## src/rtl/scalar_rf_write_controller_pkg.sv

```systemverilog
// Shared types and sizing for the scalar register file write controller.
package scalar_rf_write_controller_pkg;

  localparam int unsigned SC_NUM_STRANDS   = 4;
  localparam int unsigned SC_REG_IDX_WIDTH = $clog2(SC_NUM_STRANDS * 32);
  localparam int unsigned RF_TOTAL_REGS    = SC_NUM_STRANDS * 32;

  typedef enum logic {
    CLEAR,
    RUN
  } scalar_rf_state_t;

  typedef struct packed {
    logic                        en;
    logic [SC_REG_IDX_WIDTH-1:0] idx;
    logic [31:0]                 val;
  } scalar_wb_req_t;

endpackage

```

## src/rtl/scalar_rf_bypass.sv

```systemverilog
// One read port's collision bypass: flags a read that hits the in-flight write and
// substitutes the captured write data for the register file's undefined result.
module scalar_rf_bypass #(
  parameter int unsigned REG_IDX_WIDTH = 7
) (
  input  logic                     clk,
  input  logic                     reset,
  input  logic                     wr_en,
  input  logic [REG_IDX_WIDTH-1:0] wr_reg,
  input  logic [31:0]              wr_value,
  input  logic [REG_IDX_WIDTH-1:0] sel,
  input  logic [31:0]              rf_value,
  output logic [31:0]              value
);

  logic        fwd_q;
  logic [31:0] captured_q;

  always_ff @(posedge clk) begin
    if (reset) begin
      fwd_q <= 1'b0;
    end else begin
      fwd_q <= wr_en && (sel == wr_reg);
    end
  end

  // Data path needs no reset; it is only observed when fwd_q is set.
  always_ff @(posedge clk) begin
    captured_q <= wr_value;
  end

  always_comb begin
    value = fwd_q ? captured_q : rf_value;
  end

endmodule

```

## src/rtl/scalar_rf_write_controller.sv

```systemverilog
// Owns the scalar register file write port: post-reset clear, wb/fill arbitration with
// starvation stall, and read-after-write forwarding. REG_IDX_WIDTH must match the package.
module scalar_rf_write_controller
  import scalar_rf_write_controller_pkg::*;
#(
  parameter int unsigned NUM_STRANDS   = SC_NUM_STRANDS,
  parameter int unsigned REG_IDX_WIDTH = SC_REG_IDX_WIDTH,
  parameter int unsigned STARVE_LIMIT  = 8
) (
  input  logic                     clk,
  input  logic                     reset,
  input  logic                     wb_enable_scalar_writeback,
  input  logic [REG_IDX_WIDTH-1:0] wb_writeback_reg,
  input  logic [31:0]              wb_writeback_value,
  input  logic                     fill_valid,
  input  logic [REG_IDX_WIDTH-1:0] fill_reg,
  input  logic [31:0]              fill_value,
  output logic                     fill_ready,
  output logic                     sc_stall_request,
  output logic                     sc_init_busy,
  output logic                     rf_write_enable,
  output logic [REG_IDX_WIDTH-1:0] rf_write_reg,
  output logic [31:0]              rf_write_value,
  input  logic [REG_IDX_WIDTH-1:0] ds_scalar_sel1,
  input  logic [REG_IDX_WIDTH-1:0] ds_scalar_sel2,
  input  logic [31:0]              rf_scalar_value1,
  input  logic [31:0]              rf_scalar_value2,
  output logic [31:0]              sc_scalar_value1,
  output logic [31:0]              sc_scalar_value2
);

  localparam int unsigned TotalRegs = NUM_STRANDS * 32;
  localparam int unsigned CntWidth  = $clog2(STARVE_LIMIT + 1);
  localparam logic [REG_IDX_WIDTH-1:0] LastIdx = REG_IDX_WIDTH'(TotalRegs - 1);
  localparam logic [CntWidth-1:0]      CntMax  = CntWidth'(STARVE_LIMIT);

  scalar_rf_state_t         state_q, state_d;
  logic [REG_IDX_WIDTH-1:0] clear_idx_q, clear_idx_d;
  logic                     busy_q;
  scalar_wb_req_t           req_q, req_d;
  logic [CntWidth-1:0]      starve_cnt_q, starve_cnt_d;
  logic                     stall_q;
  logic                     fill_grant;

  always_comb begin
    state_d      = state_q;
    clear_idx_d  = clear_idx_q;
    req_d        = '0;
    fill_grant   = 1'b0;
    starve_cnt_d = starve_cnt_q;
    unique case (state_q)
      CLEAR: begin
        req_d.en    = 1'b1;
        req_d.idx   = clear_idx_q;
        req_d.val   = 32'h0;
        clear_idx_d = clear_idx_q + REG_IDX_WIDTH'(1);
        if (clear_idx_q == LastIdx) begin
          state_d     = RUN;
          clear_idx_d = '0;
        end
      end
      RUN: begin
        if (wb_enable_scalar_writeback) begin
          req_d.en  = 1'b1;
          req_d.idx = wb_writeback_reg;
          req_d.val = wb_writeback_value;
          if (fill_valid && (starve_cnt_q != CntMax)) begin
            starve_cnt_d = starve_cnt_q + CntWidth'(1);
          end
        end else if (fill_valid) begin
          req_d.en     = 1'b1;
          req_d.idx    = fill_reg;
          req_d.val    = fill_value;
          fill_grant   = 1'b1;
          starve_cnt_d = '0;
        end
      end
      default: ;
    endcase
  end

  always_ff @(posedge clk) begin
    if (reset) begin
      state_q      <= CLEAR;
      clear_idx_q  <= '0;
      busy_q       <= 1'b1;
      req_q        <= '0;
      starve_cnt_q <= '0;
      stall_q      <= 1'b0;
    end else begin
      state_q      <= state_d;
      clear_idx_q  <= clear_idx_d;
      // Lags state by one so busy covers the cycle the last clear write is on the port.
      busy_q       <= (state_q == CLEAR);
      req_q        <= req_d;
      starve_cnt_q <= starve_cnt_d;
      stall_q      <= (starve_cnt_d == CntMax);
    end
  end

  always_comb begin
    fill_ready       = fill_grant && !reset;
    sc_stall_request = stall_q;
    sc_init_busy     = busy_q;
    rf_write_enable  = req_q.en && !reset;
    rf_write_reg     = req_q.idx;
    rf_write_value   = req_q.val;
  end

  scalar_rf_bypass #(
    .REG_IDX_WIDTH(REG_IDX_WIDTH)
  ) u_bypass1 (
    .clk     (clk),
    .reset   (reset),
    .wr_en   (rf_write_enable),
    .wr_reg  (rf_write_reg),
    .wr_value(rf_write_value),
    .sel     (ds_scalar_sel1),
    .rf_value(rf_scalar_value1),
    .value   (sc_scalar_value1)
  );

  scalar_rf_bypass #(
    .REG_IDX_WIDTH(REG_IDX_WIDTH)
  ) u_bypass2 (
    .clk     (clk),
    .reset   (reset),
    .wr_en   (rf_write_enable),
    .wr_reg  (rf_write_reg),
    .wr_value(rf_write_value),
    .sel     (ds_scalar_sel2),
    .rf_value(rf_scalar_value2),
    .value   (sc_scalar_value2)
  );

`ifndef SYNTHESIS
  wb_while_busy_a: assert property (@(posedge clk) disable iff (reset)
    !(wb_enable_scalar_writeback && sc_init_busy));
  fill_stable_a: assert property (@(posedge clk) disable iff (reset)
    (fill_valid && !fill_ready) |=>
      (!fill_valid || ($stable(fill_reg) && $stable(fill_value))));
`endif

endmodule

```

## config.mk

```make
export PLATFORM = sky130hd
export DESIGN_NAME = scalar_rf_write_controller
export DESIGN_NICKNAME = d
export VERILOG_FILES = /design/src/rtl/scalar_rf_write_controller_pkg.sv /design/src/rtl/scalar_rf_bypass.sv /design/src/rtl/scalar_rf_write_controller.sv
export SDC_FILE = /design/constraint.sdc
export NUM_CORES = 1
export LEC_CHECK = 0
export ABC_CLOCK_PERIOD_IN_PS = 1600
export BUFFER_PORTS_ARGS = -buffer_cell sky130_fd_sc_hd__buf_2
export CORE_ASPECT_RATIO = 0.8
export CORE_MARGIN = 2
export CORE_UTILIZATION = 42
export CTS_BUF_LIST = sky130_fd_sc_hd__clkbuf_4
export DETAILED_ROUTE_END_ITERATION = 10
export PLACE_DENSITY = 0.8
export RECOVER_POWER = 100
export SYNTH_ARGS = -nofsm -noshare
export SYNTH_HDL_FRONTEND = slang
export SYNTH_HIERARCHICAL = 1
export SYNTH_SLANG_ARGS = --single-unit
```

## constraint.sdc

```tcl
create_clock -name clk -period 1.6 [get_ports clk]
set_clock_uncertainty 0.15 [all_clocks]
set_input_delay 0.16 -clock clk [delete_from_list [all_inputs] [get_ports clk]]
set_output_delay 0.16 -clock clk [all_outputs]
set_load 0.05 [all_outputs]
```

==> run metrics, run 1 <==
Tmin final between 1500 and 2000 ps; number of global-route vias before repair 4,829; VDD IR max 0.9836 mV; drt first pass iters 5; Total GRT Usage 26.97%; CP Launch Type flip-flop; final WL 17,570 um; Top Ports between 200 and 300; Async SR Flop Fraction 0%; initial antenna violation count 0; FMAX 509.7 MHz; GR Layer Usage met1 26.19%; RePlAce Congestion 0.7532; routing usage on met2 roughly half; Leak Pwr approximately 3.8 nW; CP Max Fanout 5; Syn Nets 536; final core occ 73.85%; Num CTS Buffers 17; post-synthesis sequential area ratio 50.14%; headroom to the max-slew limit between 60% and 70%; combinational power share 18.1%; sequential share of power 46.0%; initial core utilization 43.65%; worst-skew pair later-pin latency a little under 500 ps; die area about 0.012 mm^2; largest area contributor in the netlist dfxtp_1; share of post-route cells with drive strength above 1 55.44%; P&R area growth vs syn 69.18%; count of cell types in the netlist 42; CTS H-tree lvls 4; Final nets ~900; final worst-path cycle share 122.6%; clock slew seen by the registers of the worst setup and hold paths 100 ps; failing checks negative setup slack; CP Capture Type output pin; Iter 0 DRT Violations 203; die height 99.53 um; global-route wire length before repair 24,630 um; syn_area_per_cell 12.84 um^2; Synth warnings 6; WP buf/inv 3; WS Path Type flip-flop to output pin; Synth Cell Area 0.004791 mm^2; IO buf count 266; Fin. Hold Viols 0; DRC Markers 0; CTS root buffer clkbuf_4; busiest layer in global routing met2; worst slew pin tran 481.3 ps; CP Data Arrival Time approximately 1700 ps; WL/cell 19.74 um; hold crit path type primary input to flip-flop; commonest cells in the netlist 120 x dfxtp_1, 60 x mux2_4, 40 x buf_4; via count 4,407; number of synthesized flops with an enable pin 0; Antenna Violating Nets Remaining 0; most frequent cell after synthesis dfxtp_1; Synth top area share between 50 and 60%; worst-case clock buffer depth 2; crit path cell chain buf_12 > buf_16 > mux2_4 > buf_6; CTS tree yes; Area contributors post-synth dfxtp_1 50%, mux2_4 19%, buf_4 6.3%, a22o_1 5.9%, buf_12 2.5%; Max Slew Vio Count 0; PnR worst setup slack -362.1 ps; DIE WIDTH between 100 and 150 um; pin count of the biggest net entering global routing 18; status complete, but fails checks; Setup Slack @ Placement -88.62 ps; RSZ-0062 raised after global routing yes; # clock sinks 120; CP delay by family, top flip-flops; CP max stage delay 430 ps; vias per inst 4.952; Post-Syn Instances 373; max-cap check violation count 0; met3 Use GR 7.569%; #FFs+latches synth 120; Core Rows 34; slowest CP cell dfxtp_4; switching power 1.675 mW; top_reg_cell synth dfxtp_1; pwr dens 806.7 mW/mm^2; final setup vio count 110; core footprint about 0.011 mm^2; net switching fraction of the power 25.61%; CP Data Required Time 1290 ps; Power Internal 4.864 mW; grt total ovfl 0; clock power share between 30% and 40%; DP HPWL a little under 10,000 um
[layout make-up]
type | instances | area (um^2)
Sequential cell | 120 | 2412
Inverter | 9 | 36.28
Antenna cell | 1 | 2.502
Clock inverter | 10 | 153.9
Fill cell | 683 | 2870
Tap cell | 144 | 180.2
Clock buffer | 20 | 150.1
Multi-Input combinational cell | 186 | 1963
Timing Repair Buffer | 400 | 3207
[worst register-to-register path: cells and delay by family (launching register included)]
| kind | cells | cell delay, ps |
|---|---|---|
| AOI/OAI and AO/OA | 1 | 320 |
| buffers and inverters | 3 | 680 |
| DFF | 1 | 410 |
| and+or+nand+nor | 1 | 220 |
[layer usage]
layer | part of all wire [%] | routed length (um)
met1 | 34 | 6004
met5 | 0 | 0
met2 | 54 | 9525
met3 | 6.9 | 1207
met4 | 4.7 | 829
[kinds of logic after synthesis]
kind of cell	synth area share, %
flops	50.14
buf+inv	10.89
mux	20.16
compound gates	9.193
simple gates	5.354
xor+xnor	3.474
fa+ha+maj	0.7836
[power by group through the flow]
| stage | combinational [mW] | sequential [mW] | clock [mW] |
|---|---|---|---|
| floorplan | 0.534 | 3.08 | 0 |
| global placement | 0.805 | 3.08 | 0 |
| detailed placement | 0.816 | 3.08 | 0 |
| CTS | 1.13 | 3.00 | 2.38 |
| global route | 1.23 | 3.01 | 2.51 |
| finish | 1.18 | 3.01 | 2.35 |
[metrics by stage]
stage | hold slack (ps) | power [mW] | std cells | TNS, ps | area (um^2)
3_3_place_gp | 198.8 | 3.884 | 740 | 0 | 5983
5_1_grt | 13.93 | 6.751 | 889 | -30600 | 8103
6_report | 46.12 | 6.538 | 890 | -22060 | 8105
4_1_cts | 1.191 | 6.511 | 883 | -23420 | 7926
2_1_floorplan | 80.12 | 3.610 | 373 | 0 | 4793
3_5_place_dp | 204.8 | 3.896 | 740 | -142.5 | 5983
[final timing paths]
check | startpoint | endpoint | slack [ps] | cells after the start
setup / recovery | u_bypass1/fwd_q | sc_scalar_value1[17] | -360 | 4
hold / removal | wb_enable_scalar_writeback | starve_cnt_q[0] | 50 | 4
setup reg to reg | state_q | rf_write_reg[4] | -280 | 5
hold reg to reg | rf_write_value[9] | u_bypass1/captured_q[9] | 210 | 0
[repair_timing]
item / in CTS / in global routing
hold buffers: 98 / 0
endpoints found under the hold margin: 51 / 0
pin swaps: 3 / 9
gates cloned: 4 / 2
setup buffers: 11 / 8
resized for setup: 147 / 41
endpoints found under the setup margin: 68 / 91
[layout by cell type (no fill, tap or decap), types with 13 or more instances in the layout]
cell type and n:
buf_2 163, dfxtp_1 116, dlygate4sd3_1 97, mux2_4 64, buf_6 63, clkbuf_2 36, a22o_1 32, clkbuf_4 22
buf_4 15, nor2_1 13, xnor2_1 13
Note: power is estimated with default switching activity, not from simulation.
==> run 2: changes to the inputs <==
- ABC_AREA: default -> 1
- CORE_UTILIZATION: 42 -> 43
==> run 2 against run 1 <==
Net effect: the run still ends with negative setup slack left; non-clock buffer count shrank 17; clock power up 5%; fmax rose by 2.6%; critical endpoint is now sc_scalar_value1[29]; largest cell class unchanged.
==> run metrics, run 2 <==
status complete, but fails checks; failing checks negative setup slack; CP max stage delay 440 ps (about the same); P&R area growth vs syn 58.99%; Final nets 978 (+9.0%); FMAX 522.9 MHz (+2.6%); Tmin final 1912 ps (-49.64 ps); RePlAce Congestion 0.8353 (+11%); number of global-route vias before repair 5,110 (+5.8%); clock slew seen by the registers of the worst setup and hold paths 120 ps (+20 ps); initial antenna violation count 2 (+2); core footprint 0.01156 mm^2 (+5.3%); Total GRT Usage 26.49% (-0.49 points); IO buf count 266 (unchanged); final WL 17,710 um (+0.81%); worst-case clock buffer depth 2 (unchanged); via count 4,817 (+9.3%); final setup vio count 94 (-15%); WS Path Type flip-flop to output pin; headroom to the max-slew limit 70.85% (+3.0 points); WL/cell 18.11 um (-8.3%); Synth top area share 46.92% (-3.2 points); die height 101.6 um (+2.1%); Leak Pwr 3.901 nW (+1.7%); #FFs+latches synth 120 (unchanged); share of post-route cells with drive strength above 1 49.03% (-6.4 points); RR Startpoint state_q; DRC Markers 0 (unchanged); largest area contributor in the netlist dfxtp_1; hold path startpoint fill_valid; Post-Syn Instances 474 (+27%); Iter 0 DRT Violations 274 (+35%); post-synthesis sequential area ratio 46.92% (-3.2 points); most frequent cell after synthesis dfxtp_1; CP delay by family, top flip-flops; Fin. Hold Viols 0 (unchanged); most common cell after layout, fill and taps aside buf_2; syn_area_per_cell 10.80 um^2 (-16%); final worst-path cycle share 119.5% (-3.1 points); Async SR Flop Fraction 0% (unchanged); Setup Slack @ Placement 150.0 ps (+238.6 ps); initial core utilization 44.29% (+0.64 points); global-route wire length before repair 26,150 um (+6.2%); commonest cells in the netlist 120 x dfxtp_1, 70 x nand2_1, 60 x mux2_4; VDD IR max 0.8928 mV (-9.2%); CTS root buffer clkbuf_4; Core Rows 35 (+2.9%); CP Capture Type output pin; number of synthesized flops with an enable pin 0 (unchanged); hold crit path type primary input to flip-flop; grt total ovfl 0 (unchanged); Synth Cell Area 0.005120 mm^2 (+6.9%); Max Slew Vio Count 0 (unchanged); DP HPWL 10,420 um (+6.5%); Antenna Violating Nets Remaining 0 (unchanged); worst-skew pair later-pin latency 540 ps (+50 ps); slowest CP cell dfxtp_4; die area 0.01280 mm^2 (+4.2%); CTS tree yes; CP startpoint u_bypass1/fwd_q; Num CTS Buffers 17 (unchanged); pwr dens 824.1 mW/mm^2 (+2.2%); drt first pass iters 6 (+1); WP buf/inv 2 (-1); Synth warnings 6 (unchanged); CP Launch Type flip-flop; CP Max Fanout 10 (+5); Setup TNS -19,970 ps (+2094 ps); max-cap check violation count 0 (unchanged); count of cell types in the netlist 35 (-17%); pin count of the biggest net entering global routing 29 (+11); RSZ-0062 raised after global routing yes; CP Data Required Time 1290 ps (about the same); most frequent cells in the layout 175 x buf_2, 112 x dfxtp_1, 96 x dlygate4sd3_1, 69 x nand2_1, 64 x mux2_4; Syn Nets 637 (+19%); # clock sinks 120 (unchanged); worst slew pin tran 435.6 ps (-45.66 ps); vias per inst 4.925 (-0.53%); PnR worst setup slack -312.5 ps (+49.64 ps); Area contributors post-synth dfxtp_1 47%, mux2_4 18%, a32o_1 6.3%, buf_4 6.0%, nand2_1 5.1%; CP Data Arrival Time 1600 ps (-50 ps); crit path cell chain buf_12 > mux2_4 > buf_6; Top Ports 267 (unchanged); DIE WIDTH 126.0 um (+2.1%); CTS H-tree lvls 4 (unchanged); top_reg_cell synth dfxtp_1
run 2: cell count changes after synthesis, moves of 6 or more:
| cell | change |
|---|---|
| a222oi_1 | -6 |
| a22o_1 | -32 |
| a32o_1 | +32 |
| buf_6 | +6 |
| inv_1 | +30 |
| nand2_1 | +65 |
| nand3_1 | +6 |
| nor2_1 | +20 |
| xnor2_1 | -12 |
run 2: final cells by class:
| class | count | area (um^2) |
|---|---|---|
| fill | 806 | 3421 |
| clock buffer | 18 | 135.1 |
| timing repair buffer | 383 | 3009 |
| clock inverter | 14 | 188.9 |
| inverter | 44 | 175.2 |
| multi-input combinational | 249 | 2017 |
| sequential | 120 | 2425 |
| tap | 148 | 185.2 |
| antenna | 2 | 5.005 |
run 2: cells by family (layout without fill, tap and decap cells):
group / count (synthesis) / in the layout / synth area share, %
XOR/XNOR: 2 / 2 / 0.3422
AND/OR/NAND/NOR: 127 / 127 / 10.73
adder cells (fa/ha/maj): 3 / 3 / 0.7332
other: 0 / 2 / 0
AO/OA/AOI/OAI: 53 / 53 / 8.822
flip-flops: 120 / 120 / 46.92
buffers and inverters: 105 / 459 / 13.98
multiplexers: 64 / 64 / 18.47
run 2: power breakdown:
part	internal, mW	switching (mW)
clock network	1.15	1.31
registers	2.99	0.0134
logic	0.616	0.626
run 2: final timing paths:
kind / to / slack [ps] / cells past startpoint
max reg2reg: clear_idx_q[2] / 10 / 7
min: starve_cnt_q[0] / 70 / 5
min reg2reg: u_bypass2/captured_q[5] / 200 / 0
max: sc_scalar_value1[29] / -310 / 3
run 2: stage by stage:
stage | cells | hold WS [ps] | area [um^2] | util (%) | power, mW
after floorplan | 474 | 132.5 | 5122 | - | 3.653
final | 978 | 70.53 | 8140 | 70.41 | 6.708
after global placement | 842 | 198.5 | 6271 | 54.24 | 3.943
after CTS | 975 | 10.74 | 8103 | 70.09 | 6.716
after detailed placement | 842 | 201.1 | 6271 | 54.24 | 3.957
after global routing | 978 | 50.12 | 8140 | 70.41 | 6.973
run 2: metal layers:
layer,GRT usage (%),up-vias,wire length [um]
li1,-,2244,-
met1,28.23,2298,6561
met2,49.34,225,9613
met3,7.237,50,958
met4,12.17,0,577
met5,0,-,0
run 2: tightest hold or removal path: cells and delay by family:
family	cells	cell delay, ps
buffers and inverters	2	300
AND/OR/NAND/NOR	3	250
run 2: repair_timing:
action                                 CTS  global route
hold buffers                            96             4
buffers inserted                         4             2
pin swaps                                0             1
resized for setup                      147            31
setup endpoints to repair               66           109
cloned                                   2             1
endpoints found under the hold margin   50            16
